`config.mk`:
```
export PLATFORM = sky130hd
export DESIGN_NAME = pipeline_ctrl
export DESIGN_NICKNAME = d
export VERILOG_FILES = /design/src/rtl/pipeline_ctrl.sv
export SDC_FILE = /design/constraint.sdc
export NUM_CORES = 1
export LEC_CHECK = 0
export BUFFER_PORTS_ARGS = -buffer_cell sky130_fd_sc_hd__buf_4
export CAP_MARGIN = 20
export CORE_ASPECT_RATIO = 0.6
export CORE_MARGIN = 2
export CORE_UTILIZATION = 55
export DETAILED_ROUTE_END_ITERATION = 10
export PLACE_DENSITY = 0.88
export SLEW_MARGIN = 20
export SYNTH_ARGS = -nofsm -noshare
export SYNTH_HDL_FRONTEND = slang
export SYNTH_SLANG_ARGS = --single-unit
```
`constraint.sdc`:
```
create_clock -name clk -period 6.01 [get_ports clk]
set_clock_uncertainty 0.1 [all_clocks]
set_input_delay 0.9015 -clock clk [delete_from_list [all_inputs] [get_ports clk]]
set_output_delay 0.9015 -clock clk [all_outputs]
set_load 0.1 [all_outputs]
```
`src/rtl/pipeline_ctrl.sv`:
```
// Hazard/redirect controller for the 5-stage pipeline: merges stall requests with branch/trap
// redirects into per-register flush/stall buses, defers redirects behind in-flight MEM accesses.
module pipeline_ctrl #(
  parameter int XLEN           = 32,
  parameter int TIMEOUT_CYCLES = 1024
) (
  input  logic            clk,
  input  logic            rst,
  input  logic            if_stall_req_i,
  input  logic            load_use_req_i,
  input  logic            ex_stall_req_i,
  input  logic            mem_stall_req_i,
  input  logic            branch_redirect_i,
  input  logic [XLEN-1:0] branch_pc_i,
  input  logic            trap_redirect_i,
  input  logic [XLEN-1:0] trap_pc_i,
  output logic [5:0]      flush_valid_o,
  output logic [5:0]      stall_valid_o,
  output logic            redirect_valid_o,
  output logic [XLEN-1:0] redirect_pc_o,
  output logic [63:0]     stall_cycles_o,
  output logic            timeout_o
);

  localparam int WD_W = $clog2(TIMEOUT_CYCLES + 1);

  typedef enum logic [0:0] {RUN, WAIT_MEM} state_t;

  state_t          state;
  logic            pend_trap;
  logic [XLEN-1:0] pend_pc;
  logic [63:0]     stall_cnt;
  logic [WD_W-1:0] wd_cnt;
  logic            timeout_q;

  logic [5:0]      haz_flush, haz_stall;
  logic            branch_live, redirect_live;
  logic            issue, issue_trap, capture;
  logic [XLEN-1:0] issue_pc;

  // Stall masks nest, so the highest stalling request alone sets both stall and bubble bits.
  function automatic logic [11:0] hazard_masks(input logic ifs, input logic lu,
                                               input logic ex, input logic mem);
    logic [5:0] s, f;
    s = '0;
    f = '0;
    if (mem) begin
      s = 6'b001111; f = 6'b010000;
    end else if (ex) begin
      s = 6'b000111; f = 6'b001000;
    end else if (lu) begin
      s = 6'b000011; f = 6'b000100;
    end else if (ifs) begin
      s = 6'b000001; f = 6'b000010;
    end
    return {f, s};
  endfunction

  function automatic logic [5:0] redirect_flush(input logic is_trap);
    return is_trap ? 6'b011110 : 6'b000110;
  endfunction

  always_comb begin
    {haz_flush, haz_stall} = hazard_masks(if_stall_req_i, load_use_req_i,
                                          ex_stall_req_i, mem_stall_req_i);
    branch_live   = branch_redirect_i && !ex_stall_req_i;
    redirect_live = trap_redirect_i || branch_live;
    issue         = 1'b0;
    issue_trap    = 1'b0;
    issue_pc      = '0;
    capture       = 1'b0;

    if (state == RUN) begin
      if (redirect_live && !mem_stall_req_i) begin
        issue      = 1'b1;
        issue_trap = trap_redirect_i;
        issue_pc   = trap_redirect_i ? trap_pc_i : branch_pc_i;
      end else if (redirect_live) begin
        capture = 1'b1;
      end
    end else if (!mem_stall_req_i) begin
      issue      = 1'b1;
      issue_trap = pend_trap;
      issue_pc   = pend_pc;
    end

    flush_valid_o    = haz_flush | (issue ? redirect_flush(issue_trap) : 6'b000000);
    stall_valid_o    = haz_stall & ~flush_valid_o;
    if (issue) stall_valid_o[0] = 1'b0;
    redirect_valid_o = issue;
    redirect_pc_o    = issue_pc;

    if (rst) begin
      flush_valid_o    = '0;
      stall_valid_o    = '0;
      redirect_valid_o = 1'b0;
      redirect_pc_o    = '0;
    end
  end

  always_ff @(posedge clk) begin
    if (rst) begin
      state     <= RUN;
      pend_trap <= 1'b0;
      pend_pc   <= '0;
      stall_cnt <= '0;
      wd_cnt    <= '0;
      timeout_q <= 1'b0;
    end else begin
      case (state)
        RUN: begin
          if (capture) begin
            state     <= WAIT_MEM;
            pend_trap <= trap_redirect_i;
            pend_pc   <= trap_redirect_i ? trap_pc_i : branch_pc_i;
          end
        end
        WAIT_MEM: begin
          if (!mem_stall_req_i) begin
            state     <= RUN;
            pend_trap <= 1'b0;
          end else if (trap_redirect_i && !pend_trap) begin
            pend_trap <= 1'b1;
            pend_pc   <= trap_pc_i;
          end
        end
        default: state <= RUN;
      endcase

      stall_cnt <= stall_cnt + 64'(stall_valid_o[0]);

      // Watchdog saturates at the limit; the flag is sticky until reset.
      if (stall_valid_o[0]) begin
        if (wd_cnt != WD_W'(TIMEOUT_CYCLES)) wd_cnt <= wd_cnt + 1'b1;
        if (wd_cnt >= WD_W'(TIMEOUT_CYCLES - 1)) timeout_q <= 1'b1;
      end else begin
        wd_cnt <= '0;
      end
    end
  end

  assign stall_cycles_o = stall_cnt;
  assign timeout_o      = timeout_q;

endmodule

```
After elaboration in Yosys (flattened, before gate mapping):

Cells that the tools add are included.
Widths: inputs -> output; s select.

* add/sub/neg operators: 2
* magnitude comparators: 1
* equality and inequality tests: 5
* muxes and demuxes: 39
* bitwise logic cells: 5
* reduce and logical (&&, ||, !) cells: 11

Operators by type and width (number)
* $mux 32: 8
* $add 64x1->64: 1
* $pmux 32 s2: 1
* $mux 1: 17
* $mux 5: 3
* $mux 6: 2
* $add 11x1->11 const B: 1
* $ge 11x10->1 const B: 1
* $ne 11x11->1 const B: 1
* $mux 4: 2
* $and 6x6->6: 1
* $mux 3: 2
* $not 6->6: 1
* $or 6x5->6: 1
* $mux 2: 2
* $ne 2x2->1 const B: 2
* $pmux 1 s2: 2
* $reduce_and 2->1: 2
* $logic_and 1x1->1: 3
* $logic_not 1->1: 3
* $ne 3x2->1 const B: 1
* $reduce_and 3->1: 1
* $ne 2x1->1 const B: 1
* $not 1->1: 2
* other kinds (2): 2

* register bits: 110

Longest topological paths before layout:

Gate-level depths: netlist of run 1.

* depth in word-level cells: 15
* gate-level depth with buffers: 13
* gate-level depth less buffers: 11

Least setup slack after synthesis of run 1:

No wires, ideal clock.

* path kind: in2out
* start point: input trap_redirect_i
* end point: output flush_valid_o[3]
* arrival time: 3.803 ns
* required time: 5.008 ns
* path slack: 1.206 ns
* cell stages on the path: 5
* path buffers: 2
* cell sequence: buf_1 > buf_1 > mux2_2 > nor2_1 > nor3_1

* longest elaborated chain between the ends: 8
* elaborated cells between the ends (all ways): 10

RTL lines
* start, declared: line 15 `input logic trap_redirect_i,`
* $logic_or 1x1->1: line 67 `redirect_live = trap_redirect_i || branch_live;`
* $logic_and 1x1->1: line 74 `if (redirect_live && !mem_stall_req_i) begin`
* $mux 1: line 74
* $mux 1: line 73 `if (state == RUN) begin`
* $mux 5: line 60 `return is_trap ? 6'b011110 : 6'b000110;`
* $mux 5 (*): line 87 `flush_valid_o = haz_flush | (issue ? redirect_flush(issue_trap) : 6'b000000);`
* $or 6x5->6 (*): line 87
* $mux 6 (*): line 93 `if (rst) begin`
* end, declared: line 17 `output logic [5:0] flush_valid_o,`

Every way passes the cells marked *; elsewhere a longest branch is shown, timed or not.

Final worst setup path of run 1:

* start point: input trap_redirect_i
* end point: register stall_cnt[50] (netlist: stall_cycles_o[50])

* longest elaborated chain between the ends: 11

RTL lines
* $logic_or 1x1->1 (*): line 67
* $logic_and 1x1->1 (*): line 74
* $mux 1 (*): line 74
* $mux 1 (*): line 73
* $mux 5: line 87
* $or 6x5->6: line 87
* $not 6->6: line 88 `stall_valid_o = haz_stall & ~flush_valid_o;`
* $and 6x6->6: line 88
* $mux 1 (*): line 89 `if (issue) stall_valid_o[0] = 1'b0;`
* $mux 6 (*): line 93
* $add 64x1->64 (*): line 130 `stall_cnt <= stall_cnt + 64'(stall_valid_o[0]);`
* end signal, assigned: line 130
* end, declared: line 32 `logic [63:0] stall_cnt;`

Marked as above.
A chain may end at the register's enable or synchronous reset.

==> results.tsv, run 1 <==
metric	value	unit
RSZ-0062 raised after global routing	no	
Max-cap violations	0	
mux share of post-synthesis cell area	0.06443	
CP startpoint kind	input port	
Worst Tran Pin Value	871.8	ps
PD cells	221.8	mW/mm^2
number of nets in the layout	960	
gr usage total	0.2758	
CTS root buf	clkbuf_16	
post_cts resized	0	
DRC violations left	0	
Power Total	1687	uW
Post-synth top cells	nor2_1, dfxtp_1, nand2_1, o21ai_0, nand4_1	
CTS H-Tree Depth	3	
Via Count	6158	
share of post-route cells with drive strength above 1	0.2823	
critical path arrival	4520	ps
initial antenna violation count	0	
min-delay src	timeout_o	
post-route ant nets	0	
Synth Area in Simple Gates	0.2723	
Area Growth Syn to Fin	27.98	%
Die Ht	84.51	um
Die Wd	138.2	um
register area share after synthesis	0.3706	
Core Util, Final	0.7202	
drt first pass iters	5	
DIE AREA	0.01168	mm^2
post-route cell area	0.007605	mm^2
post-cts hold buffer count	0	
Syn Area/Cell	8.030	um^2
core area	0.01056	mm^2
max-slew violation count	0	
WP data required	6180	ps
# fillers	849	
number of CTS-inserted buffers	9	
Synth area leaders	dfxtp_1, nor2_1, mux2_2	
drt wl/cell	16.14	um
latest clock arrival within the worst-skew pair	350	ps
setup bufs post-CTS	0	
Fin Setup TNS	0	ps
number of synthesized flops with an enable pin	0	
starting DRC count in detailed routing	569	
Worst Path Max Fanout	69	
CTS tree	yes	
Ports	182	
Setup CP Type	in -> reg	
outcome	completed	
Hold WS	349.0	ps
largest family of logic cells by synthesized area	simple AND/OR/NAND/NOR gates	
Yosys top cell area share	0.3706	
first-pass GRT wire length	27210	um
Max transition margin	0.4135	
Post-Synthesis Cells	740	
crit path time final	4349	ps
# setup viols final	0	
Ant. Diodes	0	
DR vias/cell	5.990	
Crit. Startpoint	trap_redirect_i	
Leak	0.002974	uW
final WL	16590	um
pin count of the biggest net entering global routing	72	
row count	29	
Worst-path clk slew	80	ps
HPWL Detailed	11540	um
vias in the first global route	5410	
Hold Path Class	reg -> reg	
post-synthesis xor/xnor area fraction	0.06780	
top_reg_cell synth	dfxtp_1	
final hold violation count	0	
Mapped Area	0.005942	mm^2
fin crit share	0.7237	
Placed Area	0.007296	mm^2
Synth Area in Compound Gates	0.1744	
Reg-to-Reg Start	state	
Crit. End Element	register	
Max clock buf depth	2	
Num Clock Sinks	110	
Initial Util	0.5627	
most common cell in the netlist	nor2_1	
Distinct cells, synth	47	
Reg2Reg Setup Slack	2340	ps
RD Place Congestion	0.8670	
GRT Residual Overflow	0	
ys async rst share	0	
register bit total from synthesis	110	
Yosys top cell by area	dfxtp_1	
Buffers on Ports	177	
Syn. warnings	0	
Max Freq	229.9	MHz
VDD IR max	159.2	uV
adder-cell share of the synthesized area	0.008423	
==> state kept, by name, indices dropped and copies added (netlist names) <==
| register | cells |
|---|---|
| state | 1 |
| timeout_o | 1 |
| stall_cycles_o | 64 |
| pend_trap | 1 |
| pend_pc | 32 |
| wd_cnt | 11 |
==> final cells by class <==
type                       count  area (um^2)  share of cell area
tap                          139        173.9             0.02287
sequential                   110         2202              0.2896
inverter                       8        30.03            0.003949
clock inverter                 7        77.57             0.01020
clock buffer                   9        225.2             0.02962
timing repair buffer         183         1374              0.1807
multi-input combinational    572         3522              0.4631
==> worst max-delay path: stages <==
cell and delay [ps]:
buf_4 330, nor2_2 200, a21oi_1 120, or3_1 510, inv_1 180, ha_1 230, ha_1 240, nand4_1 260
nor4_4 470, nand2_2 220, or4_2 670, a21oi_1 170
==> cells in the final DEF, fill, tap and decap left out, types with 5 or more instances in the layout <==
master	count
or4_1	5
nand4_1	35
a22oi_1	32
xor2_1	34
inv_1	8
o21ai_0	50
o31ai_1	7
or3_1	19
nor2_1	134
a21oi_1	32
nand2_1	54
buf_4	183
clkbuf_16	9
dfxtp_1	110
xnor2_1	12
nand3_1	25
mux2_2	34
and3_1	8
nor2b_1	6
a311oi_1	32
nor3_1	6
==> power by group <==
group | leakage [uW] | internal [uW] | switching (uW)
clock network | 0.000147 | 329 | 283
registers | 0.000894 | 749 | 12.7
logic | 0.00193 | 98.3 | 215
total | 0.00297 | 1180 | 511
==> through the flow <==
step	instances	setup WS (ps)
2_1_floorplan	743	1206
3_3_place_gp	1012	1590
3_5_place_dp	1012	1373
4_1_cts	1028	1731
5_1_grt	1028	1452
6_report	1028	1661
==> final timing paths <==
| check | depth (start not counted) | end |
|---|---|---|
| setup / recovery | 12 | stall_cycles_o[50] |
| hold / removal | 2 | timeout_o |
| setup reg to reg | 11 | stall_cycles_o[50] |
| hold reg to reg | 2 | timeout_o |
==> routing by layer <==
layer | vias up | routed length (um) | GRT usage
li1 | 2957 | - | -
met1 | 2919 | 8019 | 0.4161
met2 | 268 | 7063 | 0.4032
met3 | 14 | 1360 | 0.07017
met4 | 0 | 144 | 0.04360
met5 | - | 0 | 0
==> cells by family (layout without fill, tap and decap cells) <==
logic type | count (synthesis) | in the layout
AO/OA/AOI/OAI | 160 | 160
XOR/XNOR | 46 | 46
adder cells (fa/ha/maj) | 4 | 4
buffers and inverters | 61 | 207
flip-flops | 110 | 110
multiplexers | 34 | 34
other | 1 | 4
AND/OR/NAND/NOR | 324 | 324
(Power assumes the default switching activity.)
==> run 2: changes to the inputs <==
CORE_UTILIZATION = 52   (was 55)
PLACE_DENSITY = 0.84   (was 0.88)
clock period = 4.3 ns   (was 6.01 ns; I/O delays follow)
==> results.tsv, run 2 (synthesis gave the netlist of run 1 again) <==
metric	value	unit	change
outcome	completed		unchanged
drt first pass iters	5		unchanged
# setup viols final	0		unchanged
Hold Path Class	reg -> reg		unchanged
Ant. Diodes	0		unchanged
Max-cap violations	0		unchanged
Initial Util	0.5294		was 0.5627
Reg-to-Reg Start	state		unchanged
Crit. Startpoint	ex_stall_req_i		was trap_redirect_i
setup bufs post-CTS	0		unchanged
Die Ht	86.80	um	was 84.51 um
CP startpoint kind	input port		unchanged
multi-input logic area	0.003516	mm^2	was 0.003522 mm^2
DRC violations left	0		unchanged
drt wl/cell	16.18	um	was 16.14 um
met1 Use GR	0.4152		was 0.4161
HPWL Detailed	11880	um	was 11,540 um
Slowest-stage cell, CP	or4_2		unchanged
end of the critical path	stall_cycles_o[48]		was stall_cycles_o[50]
Area Growth Syn to Fin	28.85	%	was 27.98%
Via Count	6111		was 6,158
max-slew violation count	0		unchanged
Ports	182		unchanged
fin crit share	0.8730		
number of CTS-inserted buffers	9		unchanged
RD Place Congestion	0.8529		was 0.8670
WP data required	4470	ps	was 6180 ps
Reg2Reg Setup Slack	690	ps	was 2340 ps
RSZ-0062 raised after global routing	no		unchanged
Buffers on Ports	177		unchanged
vias in the first global route	5278		was 5,410
pin count of the biggest net entering global routing	97		was 72
Worst R2R Path Depth	11		unchanged
CTS root buf	clkbuf_16		unchanged
number of nets in the layout	966		was 960
DP Worst Slack	215.5	ps	was 1373 ps
crit-path cells	buf_4 > nand2b_1 > a21oi_1 > or3_1 > clkinvlp_4 > ha_1 > ha_1 > nand4_1 > nor4_4 > nand2_2 > or4_2 > a21oi_1		was buf_4 > nor2_2 > a21oi_1 > or3_1 > inv_1 > ha_1 > ha_1 > nand4_1 > nor4_4 > nand2_2 > or4_2 > a21oi_1
Setup CP Type	in -> reg		unchanged
GR met3 Demand/Resource	0.05967		was 0.07017
first-pass GRT wire length	26900	um	was 27,210 um
Worst Tran Pin Value	1020	ps	was 871.8 ps
DR vias/cell	5.882		was 5.990
final WL	16820	um	was 16,590 um
final hold violation count	0		unchanged
starting DRC count in detailed routing	410		was 569
PD cells	308.6	mW/mm^2	was 221.8 mW/mm^2
GRT Residual Overflow	0		unchanged
Die Wd	142	um	was 138.2 um
share of post-route cells with drive strength above 1	0.2883		was 0.2823
Reg area	0.002202	mm^2	unchanged
Fin Setup TNS	0	ps	unchanged
latest clock arrival within the worst-skew pair	340	ps	was 350 ps
gr usage total	0.2675		was 0.2758
post_cts resized	0		unchanged
GR peak layer	met1		unchanged
DIE AREA	0.01233	mm^2	was 0.01168 mm^2
critical path arrival	3920	ps	was 4520 ps
FF-to-FF End	stall_cycles_o[48]		was stall_cycles_o[50]
Max Freq	266.4	MHz	
Max clock buf depth	2		unchanged
final worst setup slack	546.2	ps	was 1661 ps
met2 Track Usage GR	0.3803		was 0.4032
leading cell type in the layout, fill and taps excluded	buf_4		unchanged
Worst Path Max Fanout	9		was 69
post-route ant nets	0		unchanged
commonest cells after routing, fill and taps aside	buf_4, nor2_1, dfxtp_1		unchanged
Max transition margin	0.3200		was 0.4135
Crit path largest cell delay	670	ps	about the same
max reg flops	64		unchanged
Worst-path clk slew	80	ps	about the same
Crit. End Element	register		unchanged
VDD IR max	266.4	uV	was 159.2 uV
# fillers	916		was 849
Leak	0.003002	uW	was 0.002974 uW
crit path time final	3754	ps	
post-cts hold buffer count	0		unchanged
Num Clock Sinks	110		unchanged
row count	30		was 29
initial antenna violation count	0		unchanged
core area	0.01122	mm^2	was 0.01056 mm^2
CTS H-Tree Depth	3		unchanged
CTS tree	yes		unchanged
## run 2: worst min-delay path by stage
stage / start / endpoint / slack [ps] / cells past startpoint
CTS: timeout_o / timeout_o / 370 / 2
global route: timeout_o / timeout_o / 390 / 2
floorplan: wd_cnt[10] / wd_cnt[10] / 360 / 2
global placement: timeout_o / timeout_o / 340 / 2
detailed placement: timeout_o / timeout_o / 360 / 2
finish: timeout_o / timeout_o / 360 / 2
## run 2: cell type report
cell class | instances | share of cell area
Clock inverter | 6 | 0.008662
Tap cell | 144 | 0.02353
Inverter | 8 | 0.004412
Sequential cell | 110 | 0.2876
Clock buffer | 10 | 0.03121
Multi-Input combinational cell | 572 | 0.4592
Timing Repair Buffer | 189 | 0.1853
## run 2: critical path, delay by kind of cell
family                   cells  cell delay (ps)
AND/OR/NAND/NOR              6             2240
adder cells (fa/ha/maj)      2              450
buffers and inverters        2              310
AO/OA/AOI/OAI                2              270
## run 2: report_power, final
part           leakage [uW]  switching (uW)  internal [uW]
combinational       0.00195             303            141
sequential         0.000894            17.4           1050
clock              0.000153             384            472
## run 2: per-stage QoR
step	utilization	instances	total power, uW	cell area, um^2	hold WS (ps)
2_1_floorplan	-	743	1402	5957	363.1
3_3_place_gp	0.6550	1023	1522	7351	341.5
3_5_place_dp	0.6550	1023	1529	7351	357.5
4_1_cts	0.6822	1039	2378	7656	367.3
5_1_grt	0.6822	1039	2448	7656	390.8
6_report	0.6822	1039	2362	7656	360.8
## run 2: metal layers
| metal | share of wire | vias to the layer above | wire length (um) |
|---|---|---|---|
| li1 | - | 2979 | - |
| met1 | 0.49 | 2878 | 8245 |
| met2 | 0.42 | 241 | 7126 |
| met3 | 0.078 | 13 | 1304 |
| met4 | 0.0083 | 0 | 139 |
| met5 | 0 | - | 0 |
